## src/rtl/matrix_dsp_batch_core.sv

```systemverilog
// Bus-mapped batch front end for an external MatrixDSP engine: matrix register file,
// input/output vector FIFOs and a sequencer that drives the engine's cycle/ready handshake.
//
// state   | meaning
// S_IDLE  | no batch running
// S_ISSUE | head vector waiting for output FIFO space, then eng_cycle pulse
// S_WAIT  | engine busy; eng_ready moves the head result into the output FIFO
module matrix_dsp_batch_core #(
    parameter int LANES = 3,
    parameter int ROWS  = 4,
    parameter int DEPTH = 4
) (
    input  logic                     clk,
    input  logic                     reset,
    input  logic [7:0]               address,
    input  logic                     read,
    input  logic                     write,
    input  logic [31:0]              writeData,
    output logic [31:0]              readData,
    output logic                     waitrequest,
    output logic                     irq,
    output logic                     eng_cycle,
    input  logic                     eng_ready,
    output logic [LANES*32-1:0]      eng_vector,
    output logic [ROWS*LANES*32-1:0] eng_matrix,
    input  logic [LANES*32-1:0]      eng_result
);
    localparam int NM = ROWS * LANES;
    localparam int PW = $clog2(DEPTH);
    localparam int CW = $clog2(DEPTH + 1);
    localparam int LW = (LANES > 1) ? $clog2(LANES) : 1;
    localparam int MW = (NM > 1) ? $clog2(NM) : 1;
    localparam logic [LW-1:0] LAST_LANE = LW'(LANES - 1);
    localparam logic [CW-1:0] FULL_CNT  = CW'(DEPTH);

    typedef enum logic [1:0] {S_IDLE, S_ISSUE, S_WAIT} state_t;
    state_t state, state_nxt;

    logic [5:0]          idx;
    logic [MW-1:0]       mat_idx;
    logic                sel_ctrl, sel_stat, sel_push, sel_pop, sel_mat;
    logic                ctrl_blocking, ctrl_irq_en;
    logic                done, ovf, unf, blk_pend, busy;
    logic                start_req, launch, clr, wr_acc, rd_acc, blk_stall, pop_stall;
    logic                push_word, commit, commit_ok, pop_word, pop_free, unf_set, w1c;
    logic                seq_pop, seq_push, seq_push_ok, done_set;
    logic                in_full, out_full, out_empty;
    logic [31:0]         mat [NM];
    logic [LANES*32-1:0] in_mem [DEPTH];
    logic [LANES*32-1:0] out_mem [DEPTH];
    logic [31:0]         in_acc [LANES];
    logic [31:0]         out_lanes [LANES];
    logic [LANES*32-1:0] commit_vec, out_head;
    logic [PW-1:0]       in_wr, in_rd, out_wr, out_rd;
    logic [CW-1:0]       in_count, out_count;
    logic [4:0]          in_c5, out_c5;
    logic [LW-1:0]       in_lane, out_lane;
    logic [31:0]         status;
    logic                unused_bits;

    assign idx      = address[7:2];
    assign mat_idx  = MW'(idx - 6'd16);
    assign sel_ctrl = (idx == 6'd0);
    assign sel_stat = (idx == 6'd1);
    assign sel_push = (idx == 6'd2);
    assign sel_pop  = (idx == 6'd3);
    assign sel_mat  = (idx >= 6'd16) && ({1'b0, idx} < 7'(16 + NM));

    assign in_full   = (in_count == FULL_CNT);
    assign out_full  = (out_count == FULL_CNT);
    assign out_empty = (out_count == '0);
    assign busy      = (state != S_IDLE);

    // A blocking start launches on its first strobe cycle and completes once done is seen.
    assign start_req   = write && sel_ctrl && writeData[0] && !writeData[3];
    assign blk_stall   = start_req && ctrl_blocking && !(blk_pend && done);
    assign pop_stall   = read && sel_pop && out_empty && busy && ctrl_blocking;
    assign waitrequest = !reset && (blk_stall || pop_stall);
    assign wr_acc      = write && !waitrequest;
    assign rd_acc      = read && !waitrequest;
    assign launch      = start_req && !blk_pend;
    assign clr         = wr_acc && sel_ctrl && writeData[3];
    assign w1c         = wr_acc && sel_stat;

    assign push_word   = wr_acc && sel_push;
    assign commit      = push_word && (in_lane == LAST_LANE);
    assign commit_ok   = commit && !in_full;
    assign pop_word    = rd_acc && sel_pop && !out_empty;
    assign pop_free    = pop_word && (out_lane == LAST_LANE);
    assign unf_set     = rd_acc && sel_pop && out_empty;
    assign seq_push_ok = seq_push && !out_full;

    assign irq        = done && ctrl_irq_en;
    assign eng_vector = in_mem[in_rd];
    assign out_head   = out_mem[out_rd];
    assign in_c5      = 5'(in_count);
    assign out_c5     = 5'(out_count);
    assign status     = {12'd0, out_c5[3:0], 4'd0, in_c5[3:0], 2'd0,
                         unf, ovf, out_empty, in_full, done, busy};
    assign unused_bits = ^{address[1:0], in_c5[4], out_c5[4]};

    always_comb begin
        commit_vec = '0;
        for (int l = 0; l < LANES; l++) begin
            commit_vec[(LANES-1-l)*32 +: 32] = (l == LANES - 1) ? writeData : in_acc[l];
            out_lanes[l] = out_head[(LANES-1-l)*32 +: 32];
        end
    end

    always_comb begin
        eng_matrix = '0;
        for (int e = 0; e < NM; e++) begin
            eng_matrix[(NM-1-e)*32 +: 32] = mat[e];
        end
    end

    always_comb begin
        readData = '0;
        if (read) begin
            if (sel_ctrl)                   readData = {29'd0, ctrl_irq_en, ctrl_blocking, 1'b0};
            else if (sel_stat)              readData = status;
            else if (sel_pop && !out_empty) readData = out_lanes[out_lane];
            else if (sel_mat)               readData = mat[mat_idx];
        end
    end

    always_ff @(posedge clk) begin
        if (push_word)   in_acc[in_lane]  <= writeData;
        if (commit_ok)   in_mem[in_wr]    <= commit_vec;
        if (seq_push_ok) out_mem[out_wr]  <= eng_result;
    end

    always_ff @(posedge clk) begin
        if (reset) begin
            ctrl_blocking <= 1'b0;
            ctrl_irq_en   <= 1'b0;
            for (int e = 0; e < NM; e++) mat[e] <= '0;
        end else begin
            if (wr_acc && sel_ctrl) begin
                ctrl_blocking <= writeData[1];
                ctrl_irq_en   <= writeData[2];
            end
            if (wr_acc && sel_mat) mat[mat_idx] <= writeData;
        end
    end

    always_ff @(posedge clk) begin
        if (reset || clr) begin
            in_wr     <= '0;
            in_rd     <= '0;
            in_count  <= '0;
            in_lane   <= '0;
            out_wr    <= '0;
            out_rd    <= '0;
            out_count <= '0;
            out_lane  <= '0;
            ovf       <= 1'b0;
            unf       <= 1'b0;
            done      <= 1'b0;
            blk_pend  <= 1'b0;
        end else begin
            if (push_word)   in_lane <= commit ? '0 : in_lane + LW'(1);
            if (commit_ok)   in_wr   <= in_wr + PW'(1);
            if (seq_pop)     in_rd   <= in_rd + PW'(1);
            in_count <= in_count + CW'(commit_ok) - CW'(seq_pop);
            if (seq_push_ok) out_wr  <= out_wr + PW'(1);
            if (pop_free)    out_rd  <= out_rd + PW'(1);
            if (pop_word)    out_lane <= pop_free ? '0 : out_lane + LW'(1);
            out_count <= out_count + CW'(seq_push_ok) - CW'(pop_free);

            if (commit && in_full)        ovf <= 1'b1;
            else if (w1c && writeData[4]) ovf <= 1'b0;
            if (unf_set)                  unf <= 1'b1;
            else if (w1c && writeData[5]) unf <= 1'b0;
            if (done_set)                                done <= 1'b1;
            else if (launch || (w1c && writeData[1]))    done <= 1'b0;

            if (launch && ctrl_blocking)       blk_pend <= 1'b1;
            else if (!start_req || !waitrequest) blk_pend <= 1'b0;
        end
    end

    always_ff @(posedge clk) begin
        if (reset || clr) state <= S_IDLE;
        else              state <= state_nxt;
    end

    always_comb begin
        state_nxt = state;
        eng_cycle = 1'b0;
        seq_pop   = 1'b0;
        seq_push  = 1'b0;
        done_set  = 1'b0;
        case (state)
            S_IDLE: begin
                if (launch) begin
                    if (in_count != '0) state_nxt = S_ISSUE;
                    else                done_set  = 1'b1;
                end
            end
            S_ISSUE: begin
                if (!out_full && !clr && !reset) begin
                    eng_cycle = 1'b1;
                    state_nxt = S_WAIT;
                end
            end
            S_WAIT: begin
                if (eng_ready) begin
                    seq_pop  = 1'b1;
                    seq_push = 1'b1;
                    // vectors committed during the batch join it
                    if (in_count > CW'(1) || commit_ok) begin
                        state_nxt = S_ISSUE;
                    end else begin
                        state_nxt = S_IDLE;
                        done_set  = 1'b1;
                    end
                end
            end
            default: state_nxt = S_IDLE;
        endcase
    end
endmodule
```

## config.mk

```make
export PLATFORM = sky130hd
export DESIGN_NAME = matrix_dsp_batch_core
export DESIGN_NICKNAME = d
export VERILOG_FILES = /design/src/rtl/matrix_dsp_batch_core.sv
export SDC_FILE = /design/constraint.sdc
export NUM_CORES = 1
export LEC_CHECK = 0
export BUFFER_PORTS_ARGS = -buffer_cell sky130_fd_sc_hd__buf_2
export CORE_UTILIZATION = 55
export DETAILED_ROUTE_END_ITERATION = 7
export PLACE_DENSITY = 0.77
export SLEW_MARGIN = 10
export SYNTH_ARGS = -nofsm -noshare
export SYNTH_HDL_FRONTEND = slang
export SYNTH_SLANG_ARGS = --single-unit
```

## constraint.sdc

```tcl
create_clock -name clk -period 6.8 [get_ports clk]
set_clock_uncertainty 0.15 [all_clocks]
set_input_delay 0.68 -clock clk [delete_from_list [all_inputs] [get_ports clk]]
set_output_delay 0.68 -clock clk [all_outputs]
set_load 0.02 [all_outputs]
```

==> summary.txt <==
Critical path
  • Cells along the critical path: buf_6, buf_12, mux4_2, mux2i_1, nor2_1, a21oi_1, o22ai_1, buf_2
  • Critical Path Source Type: primary input
  • Critical Path RT: 5970 ps
  • CP max stage cell: a21oi_1
  • Crit path largest cell delay: 630 ps
  • Crit Path Class: in -> out
  • Type of destination of the critical path: primary output
  • Crit path DAT: 3900 ps
  • CP Max Fanout: 57

STA
  • Fmax: 0.211 GHz
  • Slew @ Worst Pin: 1240 ps
  • Period utilization: 69.6%
  • Unrepaired setup endpoints after global routing: false
  • Final hold violation count: 0
  • Worst hold slack: 29.1 ps
  • Final Max Slew Viols: 0
  • Final Critical Period: 4730 ps
  • Final Setup Violations: 0
  • Setup TNS: 0 ps
  • Final WS setup: 2070 ps
  • Slew margin rel.: 17.5%

Route
  • 1st-pass router iterations: 5
  • Detailed-route via count: 28.0k
  • Met3 WL: 19.7 mm
  • DRC viols: 0
  • WL met2: 67.9 mm
  • Vias/cell: 6.23
  • DR iter-0 viols: 3313
  • Wire length on met1: 49.7 mm
  • Top sig layer: met5
  • Routed Antenna Nets: 0
  • Routed WL: 142 mm
  • Routed wire per std cell: 31.6 um

Clocking
  • Clock tree sinks: 1246
  • Worst-Skew Late Latency: 720 ps
  • H-Tree Depth: 3
  • Worst-path clk slew: 60 ps
  • CTS tree: built
  • CTS Buf Count: 116
  • Post-CTS resize count: 0
  • Max clock buf depth: 3
  • Clk root buf: clkbuf_16

GRT
  • Vias in the first global route: 27.9k
  • Largest net degree at the start of global routing: 68
  • Total grt overflow: 0
  • GRT Total Usage: 30.9%
  • Initial antenna violation count: 21
  • First-pass GRT wire length: 199 mm

Placement
  • Port buffer count: 653
  • Dpl ws: 2120 ps
  • GP Congestion: 0.937
  • Post-DP HPWL: 94.8 mm

Final layout
  • Final nets: 3391
  • Register area: 37100 sq um
  • Layout area overhead: 17.3%
  • Layout fillers: 5804
  • Multi-input gate area: 11800 sq um
  • Layout cells sized above 1: 35.8%

Logic synthesis
  • Async SR Flop Fraction: 0%
  • Syn Nets: 2709
  • Synthesis-stage register bit count: 1246
  • Synth top area share: 73.7%
  • Top-count cell post-synth: edfxtp_1
  • Count of cell types in the netlist: 60
  • Post-synthesis instance total: 2552
  • Area leader, netlist: edfxtp_1
  • Primary FF master, synth: edfxtp_1
  • Post-synth EDFFs: 1216
  • Synthesis Warnings: 0
  • Synthesized area: 49600 sq um
  • Synth cell count leaders: edfxtp_1 (1216), and2_1 (399), mux4_2 (288)
  • Post-synthesis sequential area ratio: 74.9%
  • Post-Syn Area per Cell: 19.4 sq um
  • Top post-synthesis cells by area: edfxtp_1 (74%), mux4_2 (13%), and2_1 (5.0%), dfxtp_1 (1.2%), clkbuf_1 (0.94%)

Status
  • Status: completed

Power
  • Worst VDD drop: 248 uV
  • Power density over cell area: 269 nW/um^2
  • Pwr Total: 15600 uW
  • Leakage power figure: 0.0200 uW

Floorplanning
  • Core ar.: 88800 sq um
  • Starting Density: 55.8%
  • I/O pins: 656
  • Die X: 302 um
  • Row count: 109
  • Die height: 302 um
  • Total die area: 91300 sq um

Worst hold path
  • HP Class: in -> reg

Job
  • # Max-Cap Violations: 0
cell families (layout without fill, tap and decap cells):
group	after synthesis	in the layout	synth area share (%)
fa+ha+maj	16	16	0.434
mux	331	331	14.0
compound gates	150	150	1.85
xor+xnor	9	9	0.159
flops	1246	1246	74.9
buf+inv	191	965	1.52
simple gates	609	609	7.17
other cells	0	5	0
per-layer routing:
layer,up-vias,track usage [%]
met1,14300,39.5
met5,-,0
met2,1893,49.0
met3,290,12.0
li1,11500,-
met4,14,9.74
layout make-up:
type / count / share of cell area [%]
Sequential cell: 1246 / 63.9
Inverter: 19 / 0.123
Timing Repair Buffer: 736 / 6.96
Tap cell: 1165 / 2.51
Clock inverter: 51 / 0.846
Antenna cell: 5 / 0.0215
Clock buffer: 159 / 5.31
Multi-Input combinational cell: 1115 / 20.3
critical path, delay by kind of cell:
family / cells / cell delay, ps
buffers and inverters: 3 / 1050
muxes: 2 / 960
AOI/OAI and AO/OA: 2 / 880
and+or+nand+nor: 1 / 90
metrics by stage:
stage	util (%)	instance area, sq um	cells
floorplan	-	49600	2552
global placement	60.9	54100	4239
detailed placement	60.9	54100	4239
CTS	65.4	58100	4491
global route	65.4	58100	4495
finish	65.4	58100	4496
repair_timing:
| action | in CTS | in global routing |
|---|---|---|
| hold buffers | 42 | 0 |
| setup buffers | 0 | 0 |
| hold endpoints to repair | 142 | 0 |
report_power, final:
group	total [uW]	internal [uW]	leakage (uW)	switching [uW]
Combinational	882	259	0.00686	624
Sequential	8610	8520	0.0114	87.4
Clock	6150	3370	0.00173	2780
registers in the layout, summed over array words and instances, names as in the netlist, 2 cells and up, named ones only:
register,flops
in_acc,64
out_mem,384
out_rd,2
mat,384
in_wr,2
in_count,3
state,2
out_lane,2
in_rd,2
in_lane,2
out_count,3
out_wr,2
in_mem,384
cells in the final DEF, fill, tap and decap left out, drive strengths merged, types with 14 or more instances in the layout:
master	instances
dfxtp	30
edfxtp	1216
a21oi	79
nor2	57
buf	694
nand2	63
o22ai	23
o21ai	15
mux2i	39
or2	20
nor3	20
ha	14
inv	19
clkinv	45
nor4	16
mux4	288
and2	399
clkbuf	159
dlygate4sd3	42
path summary, 6_finish.rpt:
check / from / end / slack [ps] / depth (start not counted)
worst max-delay path: address[2] / readData[27] / 2070 / 8
worst min register to register: in_acc[0][24]$_DFFE_PP_ / in_mem[2][88]$_DFFE_PP_ / 340 / 0
worst min-delay path: eng_result[51] / out_mem[1][51]$_DFFE_PP_ / 30 / 1
worst max register to register: out_count[0]$_SDFF_PP0_ / mat[6][13]$_SDFFCE_PN0P_ / 2860 / 6
Note: power is estimated with default switching activity, not from simulation.
